### src/rtl/decoder_scan_ctrl.sv
// Scan sequencer for decoder_2to4: cycles sel over the enabled mask positions
// at DIV clocks per position, with hold/single-step and a tick per advance.
module decoder_scan_ctrl #(
    parameter int DIV = 100000,
    parameter int CW  = $clog2(DIV)
) (
    input  logic       clk,
    input  logic       reset_n,
    input  logic       start,
    input  logic       stop,
    input  logic       hold,
    input  logic       step,
    input  logic [3:0] mask,
    output logic [1:0] sel,
    output logic       en,
    output logic       tick,
    output logic       active
);

    // state | meaning
    // IDLE  | not scanning, en forced low
    // RUN   | prescaler counts, sel advances every DIV cycles
    // HOLD  | prescaler frozen, sel advances once per step rising edge
    typedef enum logic [1:0] {
        IDLE = 2'd0,
        RUN  = 2'd1,
        HOLD = 2'd2
    } state_t;

    localparam logic [CW-1:0] TC = CW'(DIV - 1);

    state_t        state_q, state_d;
    logic [1:0]    sel_q, sel_d;
    logic [CW-1:0] presc_q, presc_d;
    logic          tick_q, tick_d;
    logic          step_q;

    // Nearest enabled position after s going upward mod 4; s itself if none.
    function automatic logic [1:0] next_pos(input logic [1:0] s, input logic [3:0] m);
        logic [1:0] p;
        next_pos = s;
        for (int k = 3; k >= 1; k--) begin
            p = s + 2'(k);
            if (m[p]) next_pos = p;
        end
    endfunction

    function automatic logic [1:0] lowest_set(input logic [3:0] m);
        lowest_set = 2'd0;
        for (int i = 3; i >= 0; i--) begin
            if (m[i]) lowest_set = 2'(i);
        end
    endfunction

    always_comb begin
        state_d = state_q;
        sel_d   = sel_q;
        presc_d = presc_q;
        tick_d  = 1'b0;
        case (state_q)
            IDLE: begin
                if (!stop && start && (mask != 4'd0)) begin
                    state_d = RUN;
                    sel_d   = lowest_set(mask);
                    presc_d = '0;
                end
            end
            RUN: begin
                if (stop) begin
                    state_d = IDLE;
                    presc_d = '0;
                end else if (hold) begin
                    state_d = HOLD;
                end else if (presc_q == TC) begin
                    presc_d = '0;
                    sel_d   = next_pos(sel_q, mask);
                    tick_d  = 1'b1;
                end else begin
                    presc_d = presc_q + 1'b1;
                end
            end
            HOLD: begin
                if (stop) begin
                    state_d = IDLE;
                    presc_d = '0;
                end else if (!hold) begin
                    state_d = RUN;
                end else if (step && !step_q) begin
                    sel_d  = next_pos(sel_q, mask);
                    tick_d = 1'b1;
                end
            end
            default: begin
                state_d = IDLE;
                presc_d = '0;
            end
        endcase
    end

    always_ff @(posedge clk) begin
        if (!reset_n) begin
            state_q <= IDLE;
            sel_q   <= 2'd0;
            presc_q <= '0;
            tick_q  <= 1'b0;
            step_q  <= 1'b0;
        end else begin
            state_q <= state_d;
            sel_q   <= sel_d;
            presc_q <= presc_d;
            tick_q  <= tick_d;
            step_q  <= step;
        end
    end

    assign sel    = sel_q;
    assign tick   = tick_q;
    assign active = (state_q != IDLE);
    assign en     = active & mask[sel_q];

endmodule

### config.mk
export PLATFORM = sky130hd
export DESIGN_NAME = decoder_scan_ctrl
export DESIGN_NICKNAME = d
export VERILOG_FILES = /design/src/rtl/decoder_scan_ctrl.sv
export SDC_FILE = /design/constraint.sdc
export NUM_CORES = 1
export LEC_CHECK = 0
export CAP_MARGIN = 30
export CORE_UTILIZATION = 39
export DETAILED_ROUTE_END_ITERATION = 6
export RECOVER_POWER = 25
export REMOVE_ABC_BUFFERS = 1
export SETUP_SLACK_MARGIN = 0.5
export SLEW_MARGIN = 40
export SYNTH_ARGS = -nofsm -noshare
export SYNTH_HDL_FRONTEND = slang
export SYNTH_SLANG_ARGS = --single-unit
export TNS_END_PERCENT = 50
### constraint.sdc
create_clock -name clk -period 2.3 [get_ports clk]
set_input_delay 0.46 -clock clk [delete_from_list [all_inputs] [get_ports clk]]
set_output_delay 0.46 -clock clk [all_outputs]
set_load 0.01 [all_outputs]
Word level (Yosys, flattened, before mapping)
Cells that the tools add are included.
{ "totals": {"regBits": 23, "in_bits": 10, "out_inout_bits": 5, "wordCells": 82} }
{ "op_classes": {"addsub": 4, "n_lt_le_gt_ge": 4, "eq_ne": 14, "muxes": 42, "n_bitwise": 1, "reduce_logical": 12} }
{ "ops": {"columns": ["cell", "n"], "rows": [
  ["two-way mux 17 bit", 5],
  ["one-hot mux 17 bit (3 select lines)", 1],
  ["two-way mux 2 bit", 19],
  ["adder 17 x 1 -> 17 bit, second input constant", 1],
  ["equality test 17 bit, second input constant", 1],
  ["inequality test 2 bit, second input constant", 8],
  ["less-than comparator 2 x 3 -> 1 bit, second input constant", 4],
  ["one-hot mux 2 bit (3 select lines)", 2],
  ["two-way mux 1 bit", 10],
  ["inequality test 3 bit, second input constant", 3],
  ["binary-select mux 1 bit (select 2 bit)", 4],
  ["AND reduction 8 bit", 1],
  ["AND reduction 3 bit", 2],
  ["adder 2 bit, second input constant", 2],
  ["nonzero test 4 bit", 1],
  ["logical AND 1 bit", 3],
  ["nonzero test 3 bit", 1],
  ["adder 2 x 1 -> 2 bit, second input constant", 1],
  ["equality test 2 x 1 -> 1 bit, second input constant", 1],
  ["equality test 2 bit, second input constant", 1],
  ["logical NOT 1 bit", 2],
  ["logical NOT 2 bit", 1],
  ["one-hot mux 1 bit (2 select lines)", 1],
  ["nonzero test 2 bit", 1],
  ["AND 1 bit", 1]
]} }

Longest topological paths before layout
{ "depth": {"depth_word": 10, "depth_mapped": 8, "ltp_nobuf": 7} }

Least setup slack after synthesis
OpenSTA, ideal clock, no wires.
{ "synth_path": {"kind": "register to output", "from": "reg sel_q[1] (netlist: sel[1])", "to": "out en", "arrival_time_ns": 1.602, "t_required_ns": 1.840, "path_slack_ns": 0.238, "stages_incl_launch_ff": 5, "n_path_buf": 2, "cell_sequence": "dfxtp_1 > clkbuf_1 > clkbuf_1 > mux4_2 > and2_1"} }
{ "synth_via": {"elab_chain_len": 3} }
{ "synth_lines": {"columns": ["element", "line_no", "rtl"], "rows": [
  ["start, declared", "33", "logic [1:0] sel_q, sel_d;"],
  ["start signal, assigned", "109", "sel_q <= sel_d;"],
  ["binary-select mux 1 bit (select 2 bit)", "119", "assign en = active & mask[sel_q];"],
  ["two-way mux 1 bit (implied by the code)", "119", null],
  ["AND 1 bit", "119", null],
  ["end, declared", "15", "output logic en,"]
]} }
No other way between the ends. The select of a mux whose other input is x is not followed.

Worst setup path in the final report
{ "layout_path": {"from": "in mask[0]", "to": "reg presc_q[2]"} }
{ "layout_via": {"elab_chain_len": 4} }
{ "layout_lines": {"columns": ["element", "line_no", "rtl"], "rows": [
  ["start, declared", "13", "input logic [3:0] mask,"],
  ["nonzero test 4 bit", "62", "if (!stop && start && (mask != 4'd0)) begin"],
  ["logical AND 1 bit", "62", null],
  ["inequality test 2 bit (no source line)", null, null],
  ["AND reduction 3 bit (no source line)", null, null],
  ["end signal, assigned", "110", "presc_q <= presc_d;"],
  ["end, declared", "34", "logic [CW-1:0] presc_q, presc_d;"]
]} }
No other way between the ends.
A chain may end at the register's enable or synchronous reset.

==> results by group <==
Run status
  – Status: complete, no violations

Timing
  – Worst-case setup margin in the final layout: 0.3373 ns
  – Final clock skew: 0.0008857 ns
  – Clock period minus worst slack: 1.963 ns
  – Number of endpoints failing setup at the final stage: 0
  – Maximum clock frequency: 0.5095 GHz
  – Number of slew-limit violations in the final report: 0
  – Count of endpoints failing hold in the final timing report: 0
  – Unrepaired setup endpoints after global routing: yes
  – Sum of negative setup slack: 0 ns
  – Worst max-slew margin expressed relative to the limit: 58.70%
  – Final period util: 85.34%
  – Least-Margin Pin Slew: 0.6195 ns

GRT
  – Antenna violations before repair: 0
  – Remaining global-route overflow: 0
  – Total global-route track usage: 20.73%
  – Pin count of the biggest net entering global routing: 17
  – Vias in the first global route: 1513
  – Global-route wire length before repair: 7.176 mm

CTS
  – Worst-path clk slew: 0.09 ns
  – Clock latency reported for the late side of the worst-skew pair: 0.27 ns
  – Clock sinks: 23
  – TritonCTS buffer count: 3
  – TritonCTS clock tree: built
  – Maximum buffer depth of the clock tree: 2
  – H-tree level count: 1
  – Clock Root Buffer: sky130_fd_sc_hd__clkbuf_8

Setup path
  – Worst Path Arrival: 2.17 ns
  – Required time of the critical path: 2.51 ns
  – Kind of critical path: primary input to flip-flop
  – Crit. End Element: flip-flop
  – Worst-path maximum fanout: 5
  – Critical path launch point type: primary input

Placement
  – Post-DP HPWL: 2.998 mm
  – Worst slack at placement: -0.1898 ns
  – Routability-driven placement congestion ratio: 0.9151
  – Post-placement cell area: 1954 sq um
  – Count of buffers inserted at the top-level ports: 14

Power and ir drop
  – Share of power burned in registers: 45.2%
  – Logic pwr share: 26.1%
  – Worst supply voltage drop on vdd: 0.2367 mV
  – Clk network pwr share: 28.7%
  – Total power divided by cell area: 402.6 nW/um^2
  – Net switching power figure: 260.1 uW
  – Share of total power consumed by net switching: 28.78%
  – Cell internal pwr: 643.6 uW
  – Reported leakage power: 0.0008345 uW

Route
  – Number of nets with antenna violations after routing: 0
  – Number of vias per cell after detailed routing: 6.021
  – Average wire per cell in the routed design: 15.01 um
  – Number of optimization iterations in the first detailed-route pass: 4
  – Via count of the routed design: 1740
  – Iteration-0 DRC Markers: 108
  – Drt total wl: 4.337 mm
  – Number of remaining DRC errors: 0

Logic synthesis
  – Sequential area share after synthesis: 27.92%
  – Post-Synthesis Cell Area: 1649 sq um
  – Flip-flop and latch count after synthesis: 23
  – Mean area per synthesized cell: 8.164 sq um
  – Main flop type after synthesis: sky130_fd_sc_hd__dfxtp_1
  – Number of synthesized flops with an enable pin: 0
  – Netlist cell types: 53
  – Synth warnings: 0
  – Post-synthesis async set-or-reset flop share: 0%
  – Synthesized netlist cell count: 202

Finish
  – Nets: 255
  – Number of antenna repair diodes: 0
  – Share of post-route cells with drive strength above 1: 36.82%
  – Signed area change from the synthesized netlist to the final layout: 36.12%
  – Number of filler instances in the final layout: 371
  – Area of all placed cells without fillers: 2245 sq um

Run
  – Max-cap violations: 0

Floorplan
  – Die ar.: 4492 sq um
  – Core ar.: 4029 sq um
  – Top-Level Pins: 15
  – Initial core utilization: 40.93%
  – Die extent in x: 67.03 um
  – Standard-cell row count: 23
  – Die boundary height: 67.03 um

Worst hold path
  – Worst min path class: flip-flop to flip-flop
==> Yosys cell counts (3+ instances only) <==
master / number / area share (%)
sky130_fd_sc_hd__dfxtp_1: 23 / 28
sky130_fd_sc_hd__nor2_1: 18 / 4.1
sky130_fd_sc_hd__o21ai_0: 13 / 3.9
sky130_fd_sc_hd__a21oi_1: 12 / 3.6
sky130_fd_sc_hd__nand2_1: 11 / 2.5
sky130_fd_sc_hd__inv_1: 9 / 2.0
sky130_fd_sc_hd__nand4_1: 9 / 3.4
sky130_fd_sc_hd__clkbuf_1: 7 / 1.6
sky130_fd_sc_hd__nor4_1: 7 / 2.7
sky130_fd_sc_hd__nand3_1: 6 / 1.8
sky130_fd_sc_hd__and3_2: 5 / 2.3
sky130_fd_sc_hd__ha_1: 5 / 3.8
sky130_fd_sc_hd__or3_1: 5 / 1.9
sky130_fd_sc_hd__a211oi_1: 4 / 1.8
sky130_fd_sc_hd__and2_1: 4 / 1.5
sky130_fd_sc_hd__buf_4: 4 / 1.8
sky130_fd_sc_hd__nor3_1: 4 / 1.2
sky130_fd_sc_hd__o311ai_0: 4 / 2.1
sky130_fd_sc_hd__a31o_2: 3 / 1.6
sky130_fd_sc_hd__a32o_1: 3 / 1.8
sky130_fd_sc_hd__mux2i_1: 3 / 1.8
sky130_fd_sc_hd__nand2b_1: 3 / 1.1
==> through the flow <==
step                      total power, uW  hold slack [ns]  util, %  instances
after floorplan                     515.1           0.4771        -        190
after global placement              618.1           0.5120    48.51        275
after detailed placement            622.0           0.5113    48.51        275
after CTS                           899.8           0.5317    54.16        287
after global routing                951.2           0.5382    55.71        289
final                               903.7           0.5199    55.71        289
==> cell families after synthesis <==
group | count (synthesis) | synth area share, %
buf+inv | 22 | 6.373
simple gates | 93 | 34.07
xor+xnor | 1 | 0.5312
flops | 23 | 27.92
compound gates | 51 | 21.40
fa+ha+maj | 5 | 3.794
mux | 7 | 5.918
==> sequential cells by signal, summed over array words and instances, names as in the netlist <==
register  cells
state_q       2
tick          1
step_q        1
presc_q      17
sel           2
==> layer usage <==
layer	vias up	track usage (%)	share of wire (%)
li1	853	-	-
met1	840	28.10	48
met2	45	33.88	48
met3	2	4.281	4.0
met4	0	3.191	0.51
met5	-	0	0
==> power by group through the flow <==
stage          sequential, uW  combinational [uW]  clock (uW)
2_1_floorplan             423                92.1           0
3_3_place_gp              417                 201           0
4_1_cts                   408                 225         267
3_5_place_dp              417                 205           0
6_report                  408                 236         259
5_1_grt                   409                 256         286
==> layout by cell type, fill, tap and decap left out, types with 3 or more instances in the layout <==
master	n
sky130_fd_sc_hd__a211oi_1	3
sky130_fd_sc_hd__a21oi_1	9
sky130_fd_sc_hd__a21oi_2	3
sky130_fd_sc_hd__a31o_2	3
sky130_fd_sc_hd__a32o_1	3
sky130_fd_sc_hd__and2_1	3
sky130_fd_sc_hd__and3_2	5
sky130_fd_sc_hd__buf_4	24
sky130_fd_sc_hd__buf_6	5
sky130_fd_sc_hd__clkbuf_2	3
sky130_fd_sc_hd__clkbuf_8	3
sky130_fd_sc_hd__dfxtp_1	15
sky130_fd_sc_hd__dfxtp_2	7
sky130_fd_sc_hd__dlygate4sd2_1	3
sky130_fd_sc_hd__ha_4	3
sky130_fd_sc_hd__inv_1	7
sky130_fd_sc_hd__mux2i_1	3
sky130_fd_sc_hd__nand2_1	10
sky130_fd_sc_hd__nand3_1	6
sky130_fd_sc_hd__nand4_1	9
sky130_fd_sc_hd__nor2_1	16
sky130_fd_sc_hd__nor3_1	4
sky130_fd_sc_hd__nor4_1	5
sky130_fd_sc_hd__o21ai_0	10
sky130_fd_sc_hd__o311ai_0	3
sky130_fd_sc_hd__or3_1	4
==> area by class of cell <==
type | count | area (sq um) | share of cell area [%]
inverter | 10 | 37.54 | 1.672
clock buffer | 3 | 41.29 | 1.839
multi-input combinational | 158 | 1254 | 55.85
timing repair buffer | 44 | 371.6 | 16.56
tap | 50 | 62.56 | 2.787
sequential | 23 | 473.0 | 21.07
clock inverter | 1 | 5.005 | 0.2230
==> timing repair <==
item,in CTS,in global routing
gates cloned,1,0
endpoints found under the setup margin,24,23
gates resized for setup,49,26
pin swaps,17,10
hold buffers,0,0
buffers inserted,7,2
==> critical path, stage by stage <==
cell and delay [ns]:
sky130_fd_sc_hd__clkdlybuf4s25_1 0.27, sky130_fd_sc_hd__nor4_1 0.10, sky130_fd_sc_hd__o21a_4 0.24, sky130_fd_sc_hd__or4b_4 0.56, sky130_fd_sc_hd__or3b_1 0.41, sky130_fd_sc_hd__a21oi_1 0.13
==> worst paths after layout <==
path | start | endpoint | slack [ns] | depth (start not counted)
max | mask[0] | presc_q[2]$_SDFFE_PN0P_ | 0.34 | 6
max reg2reg | presc_q[0]$_SDFFE_PN0P_ | presc_q[2]$_SDFFE_PN0P_ | 0.38 | 6
min reg2reg | presc_q[8]$_SDFFE_PN0P_ | presc_q[8]$_SDFFE_PN0P_ | 0.52 | 2
min | presc_q[8]$_SDFFE_PN0P_ | presc_q[8]$_SDFFE_PN0P_ | 0.52 | 2
(Power assumes the default switching activity.)
